File: config.mk
export PLATFORM = sky130hd
export DESIGN_NAME = fetch_ctrl
export DESIGN_NICKNAME = d
export VERILOG_FILES = /design/src/rtl/fetch_ctrl_pkg.sv /design/src/rtl/fetch_ctrl_fsm.sv /design/src/rtl/fetch_ctrl.sv
export SDC_FILE = /design/constraint.sdc
export NUM_CORES = 1
export LEC_CHECK = 0
export ABC_AREA = 1
export BUFFER_PORTS_ARGS = -buffer_cell sky130_fd_sc_hd__buf_2
export CORE_UTILIZATION = 40
export CTS_CLUSTER_SIZE = 24
export DETAILED_ROUTE_END_ITERATION = 7
export GPL_TIMING_DRIVEN = 0
export PLACE_DENSITY_LB_ADDON = 0.08
export SLEW_MARGIN = 20
export SYNTH_ARGS = -nofsm -noshare
export SYNTH_HDL_FRONTEND = slang
export SYNTH_SLANG_ARGS = --single-unit
File: constraint.sdc
create_clock -name i_clk -period 1.8 [get_ports i_clk]
set_input_delay 0.18 -clock i_clk [delete_from_list [all_inputs] [get_ports i_clk]]
set_output_delay 0.18 -clock i_clk [all_outputs]
set_load 0.01 [all_outputs]
File: src/rtl/fetch_ctrl_pkg.sv
// Shared types and helpers for the instruction fetch controller.
package fetch_ctrl_pkg;

  // Fetch sequencer states (3-bit encoding)
  typedef enum logic [2:0] {
    ST_FETCH  = 3'd0,
    ST_WAIT   = 3'd1,
    ST_HOLD   = 3'd2,
    ST_DRAIN  = 3'd3,
    ST_HALTED = 3'd4
  } fetch_state_e;

  // Instructions are 16 bits wide, so the PC advances by 2 bytes
  localparam logic [15:0] PC_STEP = 16'd2;

  // 16-bit unsigned PC add; the carry out is dropped so the PC wraps
  function automatic logic [15:0] pc_add(input logic [15:0] a, input logic [15:0] b);
    logic [16:0] sum;
    sum = {1'b0, a} + {1'b0, b};
    return sum[15:0];
  endfunction

endpackage

File: src/rtl/fetch_ctrl_fsm.sv
// Fetch sequencer: tracks the single outstanding imem read, the decode
// handshake, redirect squashing and the terminal halt state.
module fetch_ctrl_fsm
  import fetch_ctrl_pkg::*;
(
  input  logic         i_clk,
  input  logic         i_rst,
  input  logic         i_imem_done,
  input  logic         i_stall,
  input  logic         i_redirect,
  input  logic         i_halt,
  output fetch_state_e o_state,
  output logic         o_valid,
  output logic         o_halted,
  output logic         o_capture,
  output logic         o_load_redirect
);

  fetch_state_e r_state;
  logic         r_valid;
  logic         r_halted;
  logic         w_reading;

  // A read is in flight (or being issued) in FETCH and WAIT
  assign w_reading       = (r_state == ST_FETCH) || (r_state == ST_WAIT);
  // Redirect wins over a completing read: the returned word is thrown away
  assign o_capture       = w_reading && i_imem_done && !i_redirect;
  // Once halted, nothing but reset can move the PC
  assign o_load_redirect = i_redirect && (r_state != ST_HALTED);

  assign o_state  = r_state;
  assign o_valid  = r_valid;
  assign o_halted = r_halted;

  // State register with next-state decode and registered valid/halted flags
  always_ff @(posedge i_clk or posedge i_rst) begin
    if (i_rst) begin
      r_state  <= ST_FETCH;
      r_valid  <= 1'b0;
      r_halted <= 1'b0;
    end else if (o_load_redirect) begin
      r_valid <= 1'b0;
      case (r_state)
        // Read completed this cycle or nothing outstanding: refetch immediately
        ST_FETCH, ST_WAIT, ST_DRAIN: r_state <= i_imem_done ? ST_FETCH : ST_DRAIN;
        default:                     r_state <= ST_FETCH;
      endcase
    end else begin
      case (r_state)
        ST_FETCH: begin
          if (i_imem_done) begin
            r_state <= ST_HOLD;
            r_valid <= 1'b1;
          end else begin
            r_state <= ST_WAIT;
          end
        end
        ST_WAIT: begin
          if (i_imem_done) begin
            r_state <= ST_HOLD;
            r_valid <= 1'b1;
          end
        end
        ST_HOLD: begin
          if (r_valid && i_halt && !i_stall) begin
            r_state  <= ST_HALTED;
            r_valid  <= 1'b0;
            r_halted <= 1'b1;
          end else if (!i_stall) begin
            r_state <= ST_FETCH;
            r_valid <= 1'b0;
          end
        end
        ST_DRAIN: begin
          if (i_imem_done) begin
            r_state <= ST_FETCH;
          end
        end
        ST_HALTED: begin
          r_state <= ST_HALTED;
        end
        default: begin
          r_state <= ST_FETCH;
          r_valid <= 1'b0;
        end
      endcase
    end
  end

endmodule

File: src/rtl/fetch_ctrl.sv
// Instruction fetch controller: owns the PC, talks to a multicycle imem
// with a rd/done handshake and hands instructions to decode.
module fetch_ctrl
  import fetch_ctrl_pkg::*;
#(
  parameter logic [15:0] RESET_PC  = 16'h0000,
  parameter logic [15:0] NOP_INSTR = 16'h0800
) (
  input  logic        i_clk,
  input  logic        i_rst,
  output logic [15:0] o_imem_addr,
  output logic        o_imem_rd,
  input  logic [15:0] i_imem_data,
  input  logic        i_imem_done,
  input  logic        i_stall_in,
  input  logic        i_redirect,
  input  logic [15:0] i_redirect_pc,
  input  logic        i_halt,
  output logic [15:0] o_instr,
  output logic        o_instr_valid,
  output logic [15:0] o_pc_cur,
  output logic [15:0] o_pc_plus2,
  output logic        o_halted
);

  fetch_state_e w_state;
  logic         w_valid;
  logic         w_capture;
  logic         w_load_redirect;
  logic [15:0]  w_pc_next;

  logic [15:0]  r_pc_q;
  logic [15:0]  r_instr_q;
  logic [15:0]  r_pc_cur;
  logic [15:0]  r_pc_plus2;

  fetch_ctrl_fsm u_fsm (
    .i_clk           (i_clk),
    .i_rst           (i_rst),
    .i_imem_done     (i_imem_done),
    .i_stall         (i_stall_in),
    .i_redirect      (i_redirect),
    .i_halt          (i_halt),
    .o_state         (w_state),
    .o_valid         (w_valid),
    .o_halted        (o_halted),
    .o_capture       (w_capture),
    .o_load_redirect (w_load_redirect)
  );

  // Sequential PC; the same sum feeds both the next fetch address and pc_plus2
  assign w_pc_next = pc_add(r_pc_q, PC_STEP);

  // PC and delivered-instruction registers
  always_ff @(posedge i_clk or posedge i_rst) begin
    if (i_rst) begin
      r_pc_q     <= RESET_PC;
      r_instr_q  <= NOP_INSTR;
      r_pc_cur   <= RESET_PC;
      r_pc_plus2 <= pc_add(RESET_PC, PC_STEP);
    end else if (w_load_redirect) begin
      r_pc_q <= i_redirect_pc;
    end else if (w_capture) begin
      r_instr_q  <= i_imem_data;
      r_pc_cur   <= r_pc_q;
      r_pc_plus2 <= w_pc_next;
      r_pc_q     <= w_pc_next;
    end
  end

  // Request is gated by reset so nothing is issued while the state is forced
  assign o_imem_rd     = (w_state == ST_FETCH) && !i_rst;
  assign o_imem_addr   = r_pc_q;
  assign o_instr_valid = w_valid;
  assign o_instr       = w_valid ? r_instr_q : NOP_INSTR;
  assign o_pc_cur      = r_pc_cur;
  assign o_pc_plus2    = r_pc_plus2;

endmodule
After elaboration in Yosys (flattened, before gate mapping)
Cells that the tools add are included.
{"block": "totals", "regBits": 69, "elab_cells": 55, "input_bits": 38, "output_inout_bits": 67}
{"block": "classes", "bitwise_logic": 1, "n_reduce_logical": 19, "n_eq_ne": 10, "mux": 17, "n_addsub": 1}
{"op": "16-bit 2-to-1 mux", "count": 3}
{"op": "3-bit 2-to-1 mux", "count": 6}
{"op": "16-bit by 2-bit adder with 16-bit output, second input constant", "count": 1}
{"op": "3-bit one-hot mux with 5 select lines", "count": 1}
{"op": "3-bit AND reduction", "count": 3}
{"op": "3-bit by 2-bit == test with 1-bit output, second input constant", "count": 2}
{"op": "1-bit logical AND", "count": 6}
{"op": "3-bit by 2-bit != test with 1-bit output, second input constant", "count": 2}
{"op": "1-bit 2-to-1 mux", "count": 4}
{"op": "2-bit 2-to-1 mux", "count": 2}
{"op": "4-bit by 2-bit != test with 1-bit output, second input constant", "count": 1}
{"op": "2-bit OR reduction", "count": 2}
{"op": "3-bit by 1-bit == test with 1-bit output, second input constant", "count": 1}
{"op": "3-bit == test, second input constant", "count": 1}
{"op": "1-bit zero test", "count": 3}
{"op": "3-bit zero test", "count": 1}
{"op": "3-bit by 1-bit != test with 1-bit output, second input constant", "count": 1}
{"op": "3-bit != test, second input constant", "count": 1}
{"op": "1-bit one-hot mux with 3 select lines", "count": 1}
{"op": "3-bit OR reduction", "count": 1}
{"op": "2-bit by 1-bit != test with 1-bit output, second input constant", "count": 1}
{"op": "2-bit AND reduction", "count": 1}
{"op": "2-bit nonzero test", "count": 1}
{"op": "1-bit logical OR", "count": 1}
{"op": "1-bit NOT", "count": 1}

Logic depth before layout (Yosys ltp)
Gate-level depths: netlist of run 1.
{"block": "depth", "ltp_word": 6, "mapped_depth": 9, "ltp_nobuf": 8}

By module
From an unflattened synthesis of run 1, not the netlist that was laid out.
{"block": "unflattened", "hier_cells": 396, "hier_area_um2": 3175.5}
{"mod": "fetch_ctrl", "cells_per_inst": 347, "instances": 1, "area_per_inst_um2": 2842.7, "seq_area_each_um2": 1579.0}
{"mod": "fetch_ctrl_fsm", "cells_per_inst": 49, "instances": 1, "area_per_inst_um2": 332.8, "seq_area_each_um2": 125.1}

Worst setup path after synthesis of run 1
No wires, ideal clock.
{"block": "synth_path", "path_type": "register -> register", "from": "register r_pc_q[2] (netlist: o_imem_addr[2])", "to": "register r_pc_q[15] (netlist: o_imem_addr[15])", "arrival_ns": 1.099, "required_ns": 1.681, "path_buffers": 0, "path_stages_with_launch": 7, "setup_slack_ns": 0.582, "period_less_slack_ns": 1.218, "setup_time_ns": 0.119, "path_cell_list": "dfrtp_1 > ha_1 > nand3_1 > nor2_1 > nand4_1 > nand3_1 > nand2_1"}
{"block": "synth_via", "elab_chain_len": 3}
{"item": "from (decl)", "line_no": "fetch_ctrl.sv:32", "source": "logic [15:0] r_pc_q;"}
{"item": "from (signal assigned)", "line_no": "fetch_ctrl.sv:62", "source": "r_pc_q <= i_redirect_pc;"}
{"item": "from (signal assigned)", "line_no": "fetch_ctrl.sv:67", "source": "r_pc_q <= w_pc_next;"}
{"item": "16-bit by 2-bit adder with 16-bit output", "line_no": "fetch_ctrl_pkg.sv:19", "source": "sum = {1'b0, a} + {1'b0, b};"}
{"item": "16-bit 2-to-1 mux", "line_no": "fetch_ctrl.sv:63", "source": "end else if (w_capture) begin"}
{"item": "16-bit 2-to-1 mux", "line_no": "fetch_ctrl.sv:61", "source": "end else if (w_load_redirect) begin"}
Every way passes these cells. The select of a mux whose other input is x is not followed.
A chain may end at the register's enable or synchronous reset.

Worst setup path in the final report of run 1
{"block": "layout_path", "from": "register u_fsm.r_valid (netlist: u_fsm.o_valid)", "to": "output port o_instr[3]"}
{"block": "layout_via", "elab_chain_len": 1}
{"item": "from (decl)", "line_no": "fetch_ctrl_fsm.sv:20", "source": "logic r_valid;"}
{"item": "from (signal assigned)", "line_no": "fetch_ctrl_fsm.sv:39", "source": "r_valid <= 1'b0;"}
{"item": "from (signal assigned)", "line_no": "fetch_ctrl_fsm.sv:42", "source": "r_valid <= 1'b0;"}
{"item": "from (signal assigned)", "line_no": "fetch_ctrl_fsm.sv:53", "source": "r_valid <= 1'b1;"}
{"item": "16-bit 2-to-1 mux", "line_no": "fetch_ctrl.sv:75", "source": "assign o_instr = w_valid ? r_instr_q : NOP_INSTR;"}
{"item": "to (decl)", "line_no": "fetch_ctrl.sv:19", "source": "output logic [15:0] o_instr,"}
Every way passes these cells.

==> results of run 1 <==
power by group:
part	total [uW]	internal (uW)	switching, uW
Sequential	1530	1530	0
Combinational	88.5	39.0	49.5
Clock	1330	755	574
critical path, cell delays in order, from the launching register on:
cell and delay, ps:
dfrtp_1 340, buf_2 320, nand2_1 110, inv_1 60, buf_2 120
cell families (layout without fill, tap and decap cells):
kind of cell               after synthesis  count (layout)
AOI/OAI and AO/OA                       28              28
buffers and inverters                   67             189
adders and majority gates                1               1
DFF                                     68              68
and+or+nand+nor                        248             248
metrics by stage:
step,std cells,total power (uW)
5_1_grt,636,3044
2_1_floorplan,412,1582
4_1_cts,637,2984
3_5_place_dp,620,1647
6_report,636,2945
3_3_place_gp,618,1635
state kept, by name (all words and copies together), names as in the netlist:
name / flops
o_imem_addr: 16
o_pc_cur: 16
o_pc_plus2: 15
r_instr_q: 16
u_fsm.o_halted: 1
u_fsm.o_state: 3
u_fsm.o_valid: 1
final timing paths:
path | endpoint | slack [ps] | cells after the start
max | o_instr[3] | 330 | 4
min | r_instr_q[8]$_DFFE_PP0P_ | 30 | 3
max reg2reg | o_imem_addr[15]$_DFFE_PP0P_ | 410 | 6
min reg2reg | u_fsm.o_halted$_DFFE_PP0P_ | 470 | 1
max in group asynchronous | r_instr_q[11]$_DFFE_PP1P_ | 720 | 5
min in group asynchronous | o_pc_cur[5]$_DFFE_PP0P_ | 340 | 3
per-layer routing:
metal  vias up  global-route usage (%)  part of all wire, %
met1      1365                   27.84                   46
li1       1502                       -                    -
met4         0                   7.422                  1.1
met3         8                   4.312                  4.8
met2        71                   33.77                   48
met5         -                       0                    0
Yosys cell counts, drive strengths merged:
master    n
or2       1
o21a      1
inv      52
dfstp     2
dfrtp    66
nand4     7
o211ai    2
nand2   190
nor2     16
nand3    33
nor4      1
o21bai    1
a21oi     1
clkbuf    1
ha        1
buf      14
o21ai    23
final cells by class:
type                       instances  area [um2]
buffer                            14       117.6
clock buffer                      13       168.9
clock inverter                     3       43.79
fill                             790        3623
inverter                          52       201.4
multi-input combinational        277        1210
sequential                        68        1704
tap                              102       127.6
timing repair buffer             107       570.5
repair_timing:
action,CTS,global route
setup buffers,0,0
hold buffers,1,0
endpoints found under the hold margin,10,0
endpoints found under the setup margin,0,10
gates resized for setup,0,0
==> flow_metrics.tcl, run 1 <==
set metrics [dict create \
    status "finished, final reports clean" \
    synth_fp_nets 451 \
    synth_compound_area_share_pct 4.876 \
    cts_tree "done" \
    finalCritPeriodShare_pct 81.72 \
    maxCapViolCount 0 \
    hold_violations 0 \
    synth.area.top_cells "dfrtp_1, nand2_1, inv_1, nand3_1, o21ai_0" \
    worst_slew_pin_slew_ps 343.7 \
    syn_to_final_growth_pct 28.17 \
    die_h_um 91.91 \
    cts_made_buffers 9 \
    fin_area_um2 4144 \
    required_ps 1620 \
    routed_wl_mm 8.274 \
    fmax_mhz 679.8 \
    gp_congestion 0.8183 \
    ctsLongestPathBuffers 2 \
    first_global_vias 2833 \
    overflow 0 \
    ys_seq_area_share_pct 52.71 \
    core_area_um2 7767 \
    synth_top_family_by_area "simple AND/OR/NAND/NOR gates" \
    die_x_um 91.91 \
    htreeDepth 3 \
    synth-simple-area-share_pct 32.16 \
    drt-initial-drc-count 107 \
    r2r_start "o_imem_addr[2]$_DFFE_PP0P_" \
    post-dp-hpwl_mm 6.154 \
    netlist_area_um2 3233 \
    dieArea_um2 8447 \
    cp.arrival_ps 1290 \
    ys_ff_latch 68 \
    slew_headroom_pct 77.09 \
    fin_hold_ws_ps 30.46 \
    end_kind "primary output" \
    drive_above_1_share_pct 28.46 \
    skew_ps 7.409 \
    yosysWarningCount 0 \
    grt_max_degree 33 \
    layout_setup_ws_ps 329.0 \
    grt_pass1_wl_mm 13.63 \
    utilization_pct 53.35 \
    ys_types 27 \
    pin_count 105 \
    leakage_uw 0.002587 \
    drcViolationCount 0 \
    viasPerCell 4.632 \
    track_usage_pct 20.90 \
    placed_cell_area_um2 3925 \
    fp-row-count 32 \
    clk_pin_slew_ps 70 \
    post-route-min-period_ps 1471 \
    synthCells 412 \
    port_buffers 104 \
    power.density_nw_per_um2 710.6 \
    worstSkewPairLatency_ps 340 \
    initial_utilization_pct 41.62 \
    worstSetupStartpointType "register" \
    synth-xor-area-share_pct 0 \
    yosysTopAreaCellShare_pct 51.08 \
    worstSetupPathType "register to primary output" \
    fin_tns_setup_ps 0 \
    hp-start "i_imem_data[8]" \
    hold_class "input port to register" \
    n_antenna_cell 0 \
    final_common_cell "nand2_1" \
    syn_area_per_cell_um2 7.847 \
    final_cell_mix "nand2_1, buf_2, dfrtp_1" \
    postRouteAntennaNets 0 \
    wire_per_inst_um 13.01 \
    nets 568 \
    crit_path_start "u_fsm.o_valid$_DFFE_PP0P_" \
    peakVddDrop_uv 415.1 \
    synth_top_area_cell "dfrtp_1" \
    pre_cts_slack_ps 404.9 \
    dr.pass1.iters 5 \
    rsz0062_at_grt "no" \
    cts-root-buf "clkbuf_8" \
    synth_fa_ha_area_share_pct 0.3870 \
    setup_viol 0 \
    cts.sinks 68 \
    path_max_fanout 18 \
    antenna_found_initial 0 \
    drv_slew 0 \
    num_vias 2946 \
    muxShareOfSynthArea_pct 0 \
]
Note: power is estimated with default switching activity, not from simulation.
==> inputs of run 2 (changes only) <==
==> constraint.sdc (replaced) <==
create_clock -name i_clk -period 1.2 [get_ports i_clk]
set_input_delay 0.12 -clock i_clk [delete_from_list [all_inputs] [get_ports i_clk]]
set_output_delay 0.12 -clock i_clk [all_outputs]
set_load 0.01 [all_outputs]
==> run 2 against run 1 <==
Effect of this change:
- the flow now finishes with violations (setup timing)
- die area did not move
- sequential power up 50%
- clock power rose by 51%
- critical endpoint is now o_pc_cur[7]$_DFFE_PP0P_
- largest power group unchanged
- highest routed layer unchanged
==> flow_metrics.tcl, run 2 (synthesis results as in run 1) <==
set metrics [dict create \
    dr.pass1.iters 4 \
    met2WireLength_mm 4.811 \
    hold_class "input port to register" \
    cpMostUsedCell "nand2_1" \
    drcViolationCount 0 \
    grt_max_degree 33 \
    clk_pin_slew_ps 70 \
    routed_wl_mm 9.727 \
    worst_slew_pin_slew_ps 340.6 \
    viasPerCell 4.799 \
    peakVddDrop_uv 623.6 \
    grt_pass1_wl_mm 15.36 \
    setup_viol 82 \
    leakage_uw 0.002970 \
    n_antenna_cell 0 \
    port_buffers 104 \
    ctsLongestPathBuffers 2 \
    cts_made_buffers 9 \
    reg2reg_depth 8 \
    status "finished, violations left" \
    slew_headroom_pct 77.05 \
    hold_violations 0 \
    track_usage_pct 23.69 \
    fin_hold_ws_ps 8.216 \
    crit_path_max_incr_delay_ps 390 \
    finalCritPeriodShare_pct 118.3 \
    cts.sinks 68 \
    rsz0062_at_grt "yes" \
    cp.arrival_ps 1700 \
    worstSetupPathType "register to register" \
    seqPwrFrac_pct 50.9 \
    wl_met3_um 423 \
    cts_tree "done" \
    cts-root-buf "clkbuf_8" \
    power.switching_uw 973.1 \
    violations "setup timing" \
    syn_to_final_growth_pct 58.17 \
    post-route-min-period_ps 1419 \
    worstSetupStartpointType "register" \
    nets 609 \
    overflow 0 \
    die_h_um 91.91 \
    power.density_nw_per_um2 879.9 \
    drv_slew 0 \
    required_ps 1480 \
    gp_congestion 0.8183 \
    final_common_cell "nand2_1" \
    drive_above_1_share_pct 43.65 \
    core_area_um2 7767 \
    maxCapViolCount 0 \
    pin_count 105 \
    crit_path_start "u_fsm.o_state[1]$_DFFE_PP0P_" \
    first_global_vias 3164 \
    initial_utilization_pct 41.62 \
    num_vias 3249 \
    post-dp-hpwl_mm 6.154 \
    fmax_mhz 704.6 \
    htreeDepth 3 \
    dp_cells 620 \
    end_kind "register" \
    p_sw_share_pct 21.63 \
    layout_setup_ws_ps -219.3 \
    worstSkewPairLatency_ps 350 \
    die_x_um 91.91 \
    p_clk_share_pct 44.7 \
    wire_per_inst_um 14.37 \
    utilization_pct 65.83 \
    highest_layer "met4" \
    power.total_uw 4499 \
    antenna_found_initial 0 \
    fin_cells 677 \
    rr_endpoint "o_pc_cur[7]$_DFFE_PP0P_" \
    skew_ps 13.49 \
    final_cell_mix "nand2_1, buf_2, dfrtp_1" \
    fp-row-count 32 \
    fill_cells 654 \
    fin_area_um2 5114 \
    r2r_setup_slack_ps -220 \
    pwr-share-comb_pct 4.4 \
    critPathCapture "o_pc_cur[7]$_DFFE_PP0P_" \
    placed_cell_area_um2 3925 \
    dieArea_um2 8447 \
    wl_met1_mm 4.270 \
    cp_slowest_cell "dfrtp_1" \
    r2r_start "u_fsm.o_state[1]$_DFFE_PP0P_" \
    internal-power_uw 3526 \
    path_max_fanout 7 \
    cp_cell_sequence "buf_6 -> nor2_4 -> nand3_4 -> inv_8 -> buf_12 -> clkbuf_16 -> nand2_1 -> nand2_1" \
    drt-initial-drc-count 155 \
    postRouteAntennaNets 0 \
]
run 2: power groups by stage:
| stage | Combinational, uW | Clock, uW | Sequential [uW] |
|---|---|---|---|
| after floorplan | 38.2 | 0 | 2340 |
| after global placement | 117 | 0 | 2340 |
| after detailed placement | 135 | 0 | 2330 |
| after CTS | 192 | 2050 | 2290 |
| after global routing | 218 | 2140 | 2290 |
| final | 197 | 2010 | 2290 |
run 2: through the flow:
step	setup TNS, ps	setup slack (ps)
2_1_floorplan	-75.60	-18.00
3_3_place_gp	-20390	-236.1
3_5_place_dp	-6370	-195.1
4_1_cts	-9923	-173.4
5_1_grt	-16790	-262.2
6_report	-12200	-219.3
run 2: worst min-delay path by stage:
| stage | depth (start not counted) | from | slack, ps | end |
|---|---|---|---|---|
| after floorplan | 2 | i_imem_data[11] | 220 | r_instr_q[11]$_DFFE_PP1P_ |
| after global placement | 3 | i_imem_data[9] | 320 | r_instr_q[9]$_DFFE_PP0P_ |
| after detailed placement | 2 | i_rst | 90 | u_fsm.o_state[2]$_DFFE_PP0P_ |
| after CTS | 3 | i_redirect_pc[6] | 0.008 | o_imem_addr[6]$_DFFE_PP0P_ |
| after global routing | 3 | i_redirect_pc[4] | 0.3 | o_imem_addr[4]$_DFFE_PP0P_ |
| final | 3 | i_redirect_pc[6] | 8 | o_imem_addr[6]$_DFFE_PP0P_ |
run 2: layer usage:
layer / global-route usage, % / up-vias
met2: 39.05 / 89
met4: 9.505 / 0
met3: 4.561 / 21
li1: - / 1588
met5: 0 / -
met1: 30.63 / 1551
run 2: final cells by class:
cell class	instances	area, um2	share of cell area, %
sequential	68	1713	33.50
multi-input combinational	277	1580	30.90
timing repair buffer	147	1071	20.94
inverter	52	219.0	4.282
buffer	15	190.2	3.719
clock buffer	13	168.9	3.303
tap	102	127.6	2.496
clock inverter	3	43.79	0.8564
run 2: critical path, delay by kind of cell (launching register included):
family,cells,cell delay [ps]
flops,1,390
simple gates,4,380
buf+inv,4,580
run 2: repair_timing:
action / CTS / global route
resized for setup: 88 / 66
endpoints found under the setup margin: 81 / 86
endpoints found under the hold margin: 53 / 0
pin swaps: 13 / 15
buffers inserted: 13 / 2
cloned: 3 / 2
hold buffers: 22 / 0
